<file path="src/rtl/id_stage.sv">
// Decode stage: register file, MIPS-subset decode, ID/EX register, load-use stall (optional RF_WRITE_BYPASS_EN).
// Latency: one cycle from Ins/nextPC to the out_* fields; register-file write lands on the same edge.
// Backpressure: stall is combinational and holds fetch for one cycle on a load-use hazard; a bubble fills ID/EX.
module id_stage #(
   parameter int REG_NUM = 32,
   parameter int DATA_W  = 32
) (
   input  logic              CLK,
   input  logic              RST,
   input  logic [31:0]       Ins,
   input  logic [DATA_W-1:0] nextPC,
   input  logic              in_valid,
   input  logic              flush,
   input  logic              wb_we,
   input  logic [4:0]        wb_addr,
   input  logic [DATA_W-1:0] wb_data,
   output logic              stall,
   output logic              illegal,
   output logic              out_valid,
   output logic [DATA_W-1:0] out_pc4,
   output logic [DATA_W-1:0] out_rs_data,
   output logic [DATA_W-1:0] out_rt_data,
   output logic [DATA_W-1:0] out_imm,
   output logic [4:0]        out_rs,
   output logic [4:0]        out_rt,
   output logic [4:0]        out_rd,
   output logic [5:0]        out_funct,
   output logic              out_regwrite,
   output logic              out_memread,
   output logic              out_memwrite,
   output logic              out_branch,
   output logic              out_alusrc,
   output logic              out_regdst,
   output logic              out_memtoreg
);

   typedef struct packed {
      logic regwrite;
      logic memread;
      logic memwrite;
      logic branch;
      logic alusrc;
      logic regdst;
      logic memtoreg;
   } ctl_t;

   localparam logic [5:0] OP_RTYPE = 6'b000000;
   localparam logic [5:0] OP_ADDI  = 6'b001000;
   localparam logic [5:0] OP_LW    = 6'b100011;
   localparam logic [5:0] OP_SW    = 6'b101011;
   localparam logic [5:0] OP_BEQ   = 6'b000100;

   logic [DATA_W-1:0] regs [REG_NUM];

   logic [5:0]        op;
   logic [4:0]        rs_idx;
   logic [4:0]        rt_idx;
   logic [4:0]        rd_idx;
   logic [DATA_W-1:0] imm_ext;
   logic [DATA_W-1:0] rs_val;
   logic [DATA_W-1:0] rt_val;
   ctl_t              ctl_dec;
   logic              op_bad;
   logic              uses_rt;
   logic              load_ins;
   ctl_t              ctl_q;

   assign op      = Ins[31:26];
   assign rs_idx  = Ins[25:21];
   assign rt_idx  = Ins[20:16];
   assign rd_idx  = Ins[15:11];
   assign imm_ext = {{(DATA_W-16){Ins[15]}}, Ins[15:0]};

   // Operand read: $0 is hardwired to zero; optional same-cycle writeback bypass.
   always_comb begin
      rs_val = (rs_idx == 5'd0) ? '0 : regs[rs_idx];
      rt_val = (rt_idx == 5'd0) ? '0 : regs[rt_idx];
`ifdef RF_WRITE_BYPASS_EN
      if (wb_we && (wb_addr != 5'd0) && (wb_addr == rs_idx)) rs_val = wb_data;
      if (wb_we && (wb_addr != 5'd0) && (wb_addr == rt_idx)) rt_val = wb_data;
`endif
   end

   // Opcode decode into control bits; anything unrecognised decodes to all-zero control.
   always_comb begin
      ctl_dec = '0;
      op_bad  = 1'b0;
      uses_rt = 1'b0;
      case (op)
         OP_RTYPE: begin
            ctl_dec.regdst   = 1'b1;
            ctl_dec.regwrite = 1'b1;
            uses_rt          = 1'b1;
         end
         OP_ADDI: begin
            ctl_dec.alusrc   = 1'b1;
            ctl_dec.regwrite = 1'b1;
         end
         OP_LW: begin
            ctl_dec.alusrc   = 1'b1;
            ctl_dec.memread  = 1'b1;
            ctl_dec.memtoreg = 1'b1;
            ctl_dec.regwrite = 1'b1;
         end
         OP_SW: begin
            ctl_dec.alusrc   = 1'b1;
            ctl_dec.memwrite = 1'b1;
            uses_rt          = 1'b1;
         end
         OP_BEQ: begin
            ctl_dec.branch   = 1'b1;
            uses_rt          = 1'b1;
         end
         default: op_bad = 1'b1;
      endcase
   end

   // Load-use hazard against the load sitting in ID/EX; flush takes precedence at the register but stall still shows.
   always_comb begin
      stall    = in_valid & out_valid & ctl_q.memread & (out_rt != 5'd0) &
                 ((out_rt == rs_idx) | (uses_rt & (out_rt == rt_idx)));
      load_ins = in_valid & ~flush & ~stall;
   end

   // Architectural register file with writeback port; $0 is never written.
   always_ff @(posedge CLK or negedge RST) begin
      if (!RST) begin
         for (int i = 0; i < REG_NUM; i++) regs[i] <= '0;
      end else if (wb_we && (wb_addr != 5'd0)) begin
         regs[wb_addr] <= wb_data;
      end
   end

   // ID/EX pipeline register: decoded instruction or a zeroed bubble.
   always_ff @(posedge CLK or negedge RST) begin
      if (!RST) begin
         out_valid   <= 1'b0;
         out_pc4     <= '0;
         out_rs_data <= '0;
         out_rt_data <= '0;
         out_imm     <= '0;
         out_rs      <= '0;
         out_rt      <= '0;
         out_rd      <= '0;
         out_funct   <= '0;
         ctl_q       <= '0;
      end else if (load_ins) begin
         out_valid   <= 1'b1;
         out_pc4     <= nextPC;
         out_rs_data <= rs_val;
         out_rt_data <= rt_val;
         out_imm     <= imm_ext;
         out_rs      <= rs_idx;
         out_rt      <= rt_idx;
         out_rd      <= rd_idx;
         out_funct   <= Ins[5:0];
         ctl_q       <= ctl_dec;
      end else begin
         out_valid   <= 1'b0;
         out_pc4     <= '0;
         out_rs_data <= '0;
         out_rt_data <= '0;
         out_imm     <= '0;
         out_rs      <= '0;
         out_rt      <= '0;
         out_rd      <= '0;
         out_funct   <= '0;
         ctl_q       <= '0;
      end
   end

   // Sticky unsupported-opcode flag, cleared only by reset.
   always_ff @(posedge CLK or negedge RST) begin
      if (!RST)                   illegal <= 1'b0;
      else if (in_valid && op_bad) illegal <= 1'b1;
   end

   assign out_regwrite = ctl_q.regwrite;
   assign out_memread  = ctl_q.memread;
   assign out_memwrite = ctl_q.memwrite;
   assign out_branch   = ctl_q.branch;
   assign out_alusrc   = ctl_q.alusrc;
   assign out_regdst   = ctl_q.regdst;
   assign out_memtoreg = ctl_q.memtoreg;

endmodule

</file>
<file path="config.mk">
export PLATFORM = sky130hd
export DESIGN_NAME = id_stage
export DESIGN_NICKNAME = d
export VERILOG_FILES = /design/src/rtl/id_stage.sv
export SDC_FILE = /design/constraint.sdc
export NUM_CORES = 2
export LEC_CHECK = 0
export CORE_ASPECT_RATIO = 0.75
export CORE_MARGIN = 4
export CORE_UTILIZATION = 55
export DETAILED_ROUTE_END_ITERATION = 6
export GPL_TIMING_DRIVEN = 0
export PLACE_DENSITY = 0.84
export SLEW_MARGIN = 20
export SYNTH_ARGS = -nofsm -noshare
export SYNTH_HDL_FRONTEND = slang
export SYNTH_SLANG_ARGS = --single-unit
</file>
<file path="constraint.sdc">
create_clock -name CLK -period 2 [get_ports CLK]
set_input_delay 0.4 -clock CLK [delete_from_list [all_inputs] [get_ports CLK]]
set_output_delay 0.4 -clock CLK [all_outputs]
set_load 0.05 [all_outputs]
</file>
After elaboration in Yosys (flattened, before gate mapping)
Cells that the tools add are included.

Register bits: 1182. Input bits: 106. Output and inout port bits: 159. Word-level logic and storage cells: 113.

$lt $le $gt $ge: 4. Equal/unequal tests: 6. Multiplexer cells: 29. Bitwise gates (word level): 13. Reductions and logical operators: 12.

Operator list (number): bitwise mux 1024 bit (1); two-way mux 32 bit (11); binary-select mux 32 bit (select 5 bit) (2); demux 32 bit (select 5 bit) (1); greater-or-equal comparator 6 bit, second input constant (3); NOT 5 -> 6 bit (3); two-way mux 5 bit (3); == test 6 bit, second input constant (2); == test 5 bit (2); zero test 5 bit (2); nonzero test 5 bit (2); two-way mux 1 bit (9); OR reduction 3 bit (3); bitwise AND 1 bit (7); two-way mux 7 bit (1); == test 6 x 3 -> 1 bit, second input constant (1); == test 6 x 4 -> 1 bit, second input constant (1); zero test 6 bit (1); < comparator 6 x 1 -> 1 bit, second input constant (1); two-way mux 6 bit (1); OR reduction 5 bit (1); logical AND 1 bit (3); NOT 1 bit (2); bitwise OR 1 bit (1).

Depth between registers and ports, before layout
Depth after elaboration: 9. Mapped depth: 9. Gate-level depth less buffers: 6.

Worst setup path before layout
Ideal clock, no wire load.

Path kind: register to output. Start: register out_rt[1]. End: output port stall. Arrival time: 2212 ps. Data required time: 1600 ps. Setup slack: -612 ps. Stages on the path, launching flop included: 5. Buffers on the path: 0. Path through: dfrtp_1 -> xor2_1 -> nor3_1 -> nand3_1 -> o21ai_0.

Longest elaborated chain between the ends: 4. Elaborated cells between the ends (all ways): 7. Classes of those cells: eq/ne (2); bitwise (4); reduce/logical (1).

RTL lines: start: declaration (line 25) `output logic [4:0] out_rt,`; start signal: assignment (line 154) `out_rt <= rt_idx;`; == test 5 bit (line 121) `((out_rt == rs_idx) | (uses_rt & (out_rt == rt_idx)));`; bitwise AND 1 bit (line 121); bitwise OR 1 bit (line 121); bitwise AND 1 bit (*) (line 120) `stall = in_valid & out_valid & ctl_q.memread & (out_rt != 5'd0) &`; end: declaration (line 17) `output logic stall,`.

Every way passes the cells marked *; elsewhere a longest branch is shown, timed or not.

Worst setup path after layout
Start: register out_rt[2]. End: output port stall.

The elaborated chain is that of the path after synthesis.

==> flow_summary.html <==
<table>
<tr><th>Metric</th><th>Value</th></tr>
<tr><th colspan="2">Worst setup path</th></tr>
<tr><td>CP Capture Type</td><td>output port</td></tr>
<tr><td>Setup slack of the worst register-to-register path</td><td>-0.62 ns</td></tr>
<tr><td>Worst Path Arrival</td><td>2.38 ns</td></tr>
<tr><td>CP bufs+invs</td><td>1</td></tr>
<tr><td>Critical-path cell list</td><td>or4_4, o2111ai_4, nand4b_1, o21ai_2, buf_6</td></tr>
<tr><td>Worst setup SP type</td><td>flip-flop</td></tr>
<tr><td>Cells on worst reg2reg path</td><td>10</td></tr>
<tr><td>Worst reg2reg path startpoint</td><td>out_rt[2]</td></tr>
<tr><td>Worst path required time</td><td>1.60 ns</td></tr>
<tr><td>Kind of cell adding the most delay to the critical path</td><td>simple AND/OR/NAND/NOR gates</td></tr>
<tr><td>WS Path Type</td><td>flip-flop to output port</td></tr>
<tr><td>Capturing point of the worst reg2reg path</td><td>out_rs_data[8]</td></tr>
<tr><td>Slowest stage cell on the critical path</td><td>sky130_fd_sc_hd__or4_4</td></tr>
<tr><td>CP Max Fanout</td><td>3</td></tr>
<tr><td>Critical path's largest stage delay</td><td>0.56 ns</td></tr>
<tr><th colspan="2">Placed design</th></tr>
<tr><td>Post-place instance area</td><td>64,000 µm²</td></tr>
<tr><td>Placer Congestion</td><td>1.02</td></tr>
<tr><td>Cells after DPL</td><td>6,036</td></tr>
<tr><td>Number of I/O port buffers</td><td>256</td></tr>
<tr><td>Detail Placement HPWL</td><td>152 mm</td></tr>
<tr><th colspan="2">Synthesis</th></tr>
<tr><td>Post-synth cell types</td><td>39</td></tr>
<tr><td>Avg Synthesized Cell Area</td><td>13.6 µm²</td></tr>
<tr><td>Synth top cells by count</td><td>1,154 x sky130_fd_sc_hd__dfrtp_1, 991 x sky130_fd_sc_hd__mux2_2, 512 x sky130_fd_sc_hd__mux2i_1</td></tr>
<tr><td>EDFF count, synth</td><td>0</td></tr>
<tr><td>Number of synthesized register bits</td><td>1,154</td></tr>
<tr><td>Post-Syn Nets</td><td>4,457</td></tr>
<tr><td>Most numerous cell in the Yosys netlist</td><td>sky130_fd_sc_hd__dfrtp_1</td></tr>
<tr><td>Netlist area before placement</td><td>59,300 µm²</td></tr>
<tr><td>Area share of the largest cell type after synthesis</td><td>48.7%</td></tr>
<tr><td>Number of warnings reported in the yosys synthesis log</td><td>0</td></tr>
<tr><td>Post-Syn Instances</td><td>4,351</td></tr>
<tr><td>Portion of the post-synthesis area used by sequential elements</td><td>48.7%</td></tr>
<tr><td>Post-synthesis cell type with the largest combined area</td><td>sky130_fd_sc_hd__dfrtp_1</td></tr>
<tr><td>Main synth FF type</td><td>sky130_fd_sc_hd__dfrtp_1</td></tr>
<tr><td>Largest cells by area after synthesis</td><td>sky130_fd_sc_hd__dfrtp_1 49%, sky130_fd_sc_hd__mux2_2 19%, sky130_fd_sc_hd__mux4_2 9.7%</td></tr>
<tr><td>Fraction of synthesis flops using an asynchronous set or reset pin</td><td>100%</td></tr>
<tr><th colspan="2">Global route</th></tr>
<tr><td>Maximum number of pins on one net before global-route repair</td><td>142</td></tr>
<tr><td>First-pass GRT wire length</td><td>315 mm</td></tr>
<tr><td>Number of global-route vias before repair</td><td>45,700</td></tr>
<tr><td>Total routing usage reported by global routing</td><td>38.1%</td></tr>
<tr><td>Antenna violations before repair</td><td>20</td></tr>
<tr><td>Remaining Overflow, GRT</td><td>0</td></tr>
<tr><th colspan="2">Min path</th></tr>
<tr><td>Kind of path behind the tightest hold check</td><td>input port to flip-flop</td></tr>
<tr><td>Worst Hold Path Cells</td><td>2</td></tr>
<tr><td>Startpoint of the worst hold path</td><td>Ins[9]</td></tr>
<tr><td>Endpoint of the worst hold-timing path</td><td>out_imm[9]</td></tr>
<tr><th colspan="2">Clocking</th></tr>
<tr><td>CTS sink cnt</td><td>1,154</td></tr>
<tr><td>Number of H-tree branching levels</td><td>3</td></tr>
<tr><td>Worst skew pair latency</td><td>0.77 ns</td></tr>
<tr><td>TritonCTS Buffers</td><td>112</td></tr>
<tr><td>TritonCTS clock tree</td><td>done</td></tr>
<tr><td>Library cell used as clock root buffer</td><td>sky130_fd_sc_hd__clkbuf_16</td></tr>
<tr><td>CTS clk-pin slew, worst paths</td><td>0.06 ns</td></tr>
<tr><td>Number of buffers between clock root and the deepest sink</td><td>3</td></tr>
<tr><th colspan="2">Timing</th></tr>
<tr><td>Final worst clock skew</td><td>0.0411 ns</td></tr>
<tr><td>Number of hold-slack violations in the final timing report</td><td>0</td></tr>
<tr><td>Summed negative setup slack over all endpoints</td><td>-286.47 ns</td></tr>
<tr><td>Setup repair after global routing missed its margin</td><td>true</td></tr>
<tr><td>Final period utilization</td><td>139%</td></tr>
<tr><td>Min Clock Period, post-route</td><td>2.78 ns</td></tr>
<tr><td>Post-route worst hold slack</td><td>0.224 ns</td></tr>
<tr><td>Headroom to the max-slew limit</td><td>12.0%</td></tr>
<tr><td>Maximum frequency from static timing analysis</td><td>360 MHz</td></tr>
<tr><td>Actual slew at the worst max-slew pin</td><td>1.32 ns</td></tr>
<tr><td># setup viols final</td><td>948</td></tr>
<tr><td>Pins over their slew limit</td><td>0</td></tr>
<tr><td>Final worst-path setup slack</td><td>-0.776 ns</td></tr>
<tr><th colspan="2">Detailed routing</th></tr>
<tr><td>Mean routed wirelength per cell</td><td>35.1 µm</td></tr>
<tr><td>Drt initial violations</td><td>6,862</td></tr>
<tr><td>Post-route antenna net violation count</td><td>0</td></tr>
<tr><td>Via density per instance</td><td>7.29</td></tr>
<tr><td>Wire length reported by the detailed router</td><td>222 mm</td></tr>
<tr><td>Router iterations before antenna repair</td><td>7</td></tr>
<tr><td>Via Count</td><td>46,100</td></tr>
<tr><td>Post-route DRC</td><td>0</td></tr>
<tr><th colspan="2">Power and ir drop</th></tr>
<tr><td>Total Power</td><td>68.7 mW</td></tr>
<tr><td>Static leakage</td><td>31.2 nW</td></tr>
<tr><td>Worst ir drop on vdd</td><td>0.775 mV</td></tr>
<tr><td>Ratio of total power to cell area</td><td>983 nW/µm²</td></tr>
<tr><th colspan="2">Job</th></tr>
<tr><td>Number of violations of the max-capacitance limit</td><td>0</td></tr>
<tr><th colspan="2">Cells and area</th></tr>
<tr><td>Final-stage net count</td><td>4,892</td></tr>
<tr><td>Non-filler cells in the finished layout</td><td>6,317</td></tr>
<tr><td>Final design instance area without fill</td><td>69,900 µm²</td></tr>
<tr><td>Synthesis-to-finish area growth</td><td>18.0%</td></tr>
<tr><td>Layout filler cell count</td><td>7,353</td></tr>
<tr><td>Proportion of layout cells with a drive suffix above 1</td><td>41.7%</td></tr>
<tr><th colspan="2">Status</th></tr>
<tr><td>Failing checks</td><td>negative setup slack</td></tr>
<tr><td>Status</td><td>finished with violations</td></tr>
<tr><th colspan="2">Floorplan</th></tr>
<tr><td>Boundary pin count</td><td>265</td></tr>
<tr><td>Die span in y</td><td>292 µm</td></tr>
<tr><td>Floorplan die area</td><td>113,000 µm²</td></tr>
<tr><td>Number of rows created at floorplan</td><td>103</td></tr>
<tr><td>Width of the die</td><td>387 µm</td></tr>
<tr><td>Area inside the core boundary</td><td>106,000 µm²</td></tr>
<tr><td>Initial core utilization</td><td>55.9%</td></tr>
</table>
## layer usage
metal  global-route usage (%)  share of wire [%]  vias up
li1                         -                  -    17500
met1                     47.8                 36    23400
met2                     51.4                 40     4119
met3                     22.6                 18     1019
met4                     19.7                6.3       26
met5                     3.22               0.19        -
## worst max-delay path by stage
stage	cells past startpoint	slack [ns]	to	start
3_5_place_dp	9	-2.62	out_rs_data[2]	Ins[22]
3_3_place_gp	1	-54.92	out_rt[1]	RST
5_1_grt	5	-0.83	stall	out_rt[2]
4_1_cts	5	-0.73	stall	out_rt[2]
6_report	5	-0.78	stall	out_rt[2]
2_1_floorplan	8	-0.31	out_rs_data[10]	out_rt[3]
## registers in the layout, indices dropped and copies added, names as in the netlist
signal	cells
out_rt	5
out_rs	5
out_funct	5
out_imm	7
out_rt_data	32
out_rs_data	32
illegal	1
out_regdst	1
out_memread	1
out_regwrite	1
out_memwrite	1
out_rd	4
out_pc4	32
out_valid	1
regs	1024
out_alusrc	1
out_branch	1
## cells by family (layout without fill, tap and decap cells)
kind of cell	count (synthesis)	count (layout)	share of synthesized area (%)
and+or+nand+nor	394	394	3.88
AOI/OAI and AO/OA	519	519	6.32
DFF	1154	1154	48.7
muxes	1760	1760	37.2
other	0	18	0
xor gates and xnor gates	10	10	0.148
buffers and inverters	514	1045	3.70
## worst register-to-register path, delay by kind of cell (launching register included)
family / cells / cell delay (ns)
AND/OR/NAND/NOR: 3 / 1.05
AO/OA/AOI/OAI: 2 / 0.33
flip-flops: 1 / 0.43
buffers and inverters: 5 / 0.74
## through the flow
stage | util (%) | worst slack [ns]
CTS | 65.4 | -0.728
floorplan | - | -0.306
global placement | 60.0 | -54.92
detailed placement | 60.3 | -2.62
finish | 65.9 | -0.776
global route | 65.9 | -0.830
## layout by cell type, fill, tap and decap left out, types with 29 or more instances in the layout
master and instances:
sky130_fd_sc_hd__a221oi_1 253, sky130_fd_sc_hd__o21ai_0 129, sky130_fd_sc_hd__buf_6 48, sky130_fd_sc_hd__clkbuf_1 232
sky130_fd_sc_hd__and4b_1 29, sky130_fd_sc_hd__buf_4 54, sky130_fd_sc_hd__clkdlybuf4s15_2 89, sky130_fd_sc_hd__dfrtp_1 1150
sky130_fd_sc_hd__nor2_1 74, sky130_fd_sc_hd__mux2i_1 512, sky130_fd_sc_hd__clkbuf_16 117, sky130_fd_sc_hd__and2_1 32
sky130_fd_sc_hd__clkdlybuf4s15_1 36, sky130_fd_sc_hd__a21oi_1 62, sky130_fd_sc_hd__nor3_1 68, sky130_fd_sc_hd__mux2_2 991
sky130_fd_sc_hd__buf_2 101, sky130_fd_sc_hd__mux4_2 256, sky130_fd_sc_hd__clkbuf_2 99, sky130_fd_sc_hd__and4b_2 32
sky130_fd_sc_hd__clkdlybuf4s50_1 90, sky130_fd_sc_hd__a22oi_1 64, sky130_fd_sc_hd__nand3_1 61
## power by group
group,total (mW),switching (mW),internal [mW]
Sequential,30.6,3.25,27.4
Clock,23.7,9.94,13.8
Combinational,14.3,7.23,7.10
## layout make-up
cell class	count	area [µm²]	area share [%]
plain buffers	502	2640	3.77
clock inverters	59	865	1.24
well taps	1417	1770	2.54
multi-input cells	2683	28600	41.0
flip-flops and latches	1154	28900	41.3
repair buffers	328	3820	5.46
inverters	5	23.8	0.0340
clock buffers	151	3220	4.61
diodes	18	45.0	0.0644
## timing repair
action,4_1_cts,5_1_grt
setup endpoints to repair,1877,1266
hold endpoints to repair,111,174
pin swaps,23,22
buffers inserted,36,13
gates resized for setup,808,201
gates cloned,12,4
No activity file was read; power rests on OpenSTA's default activity.
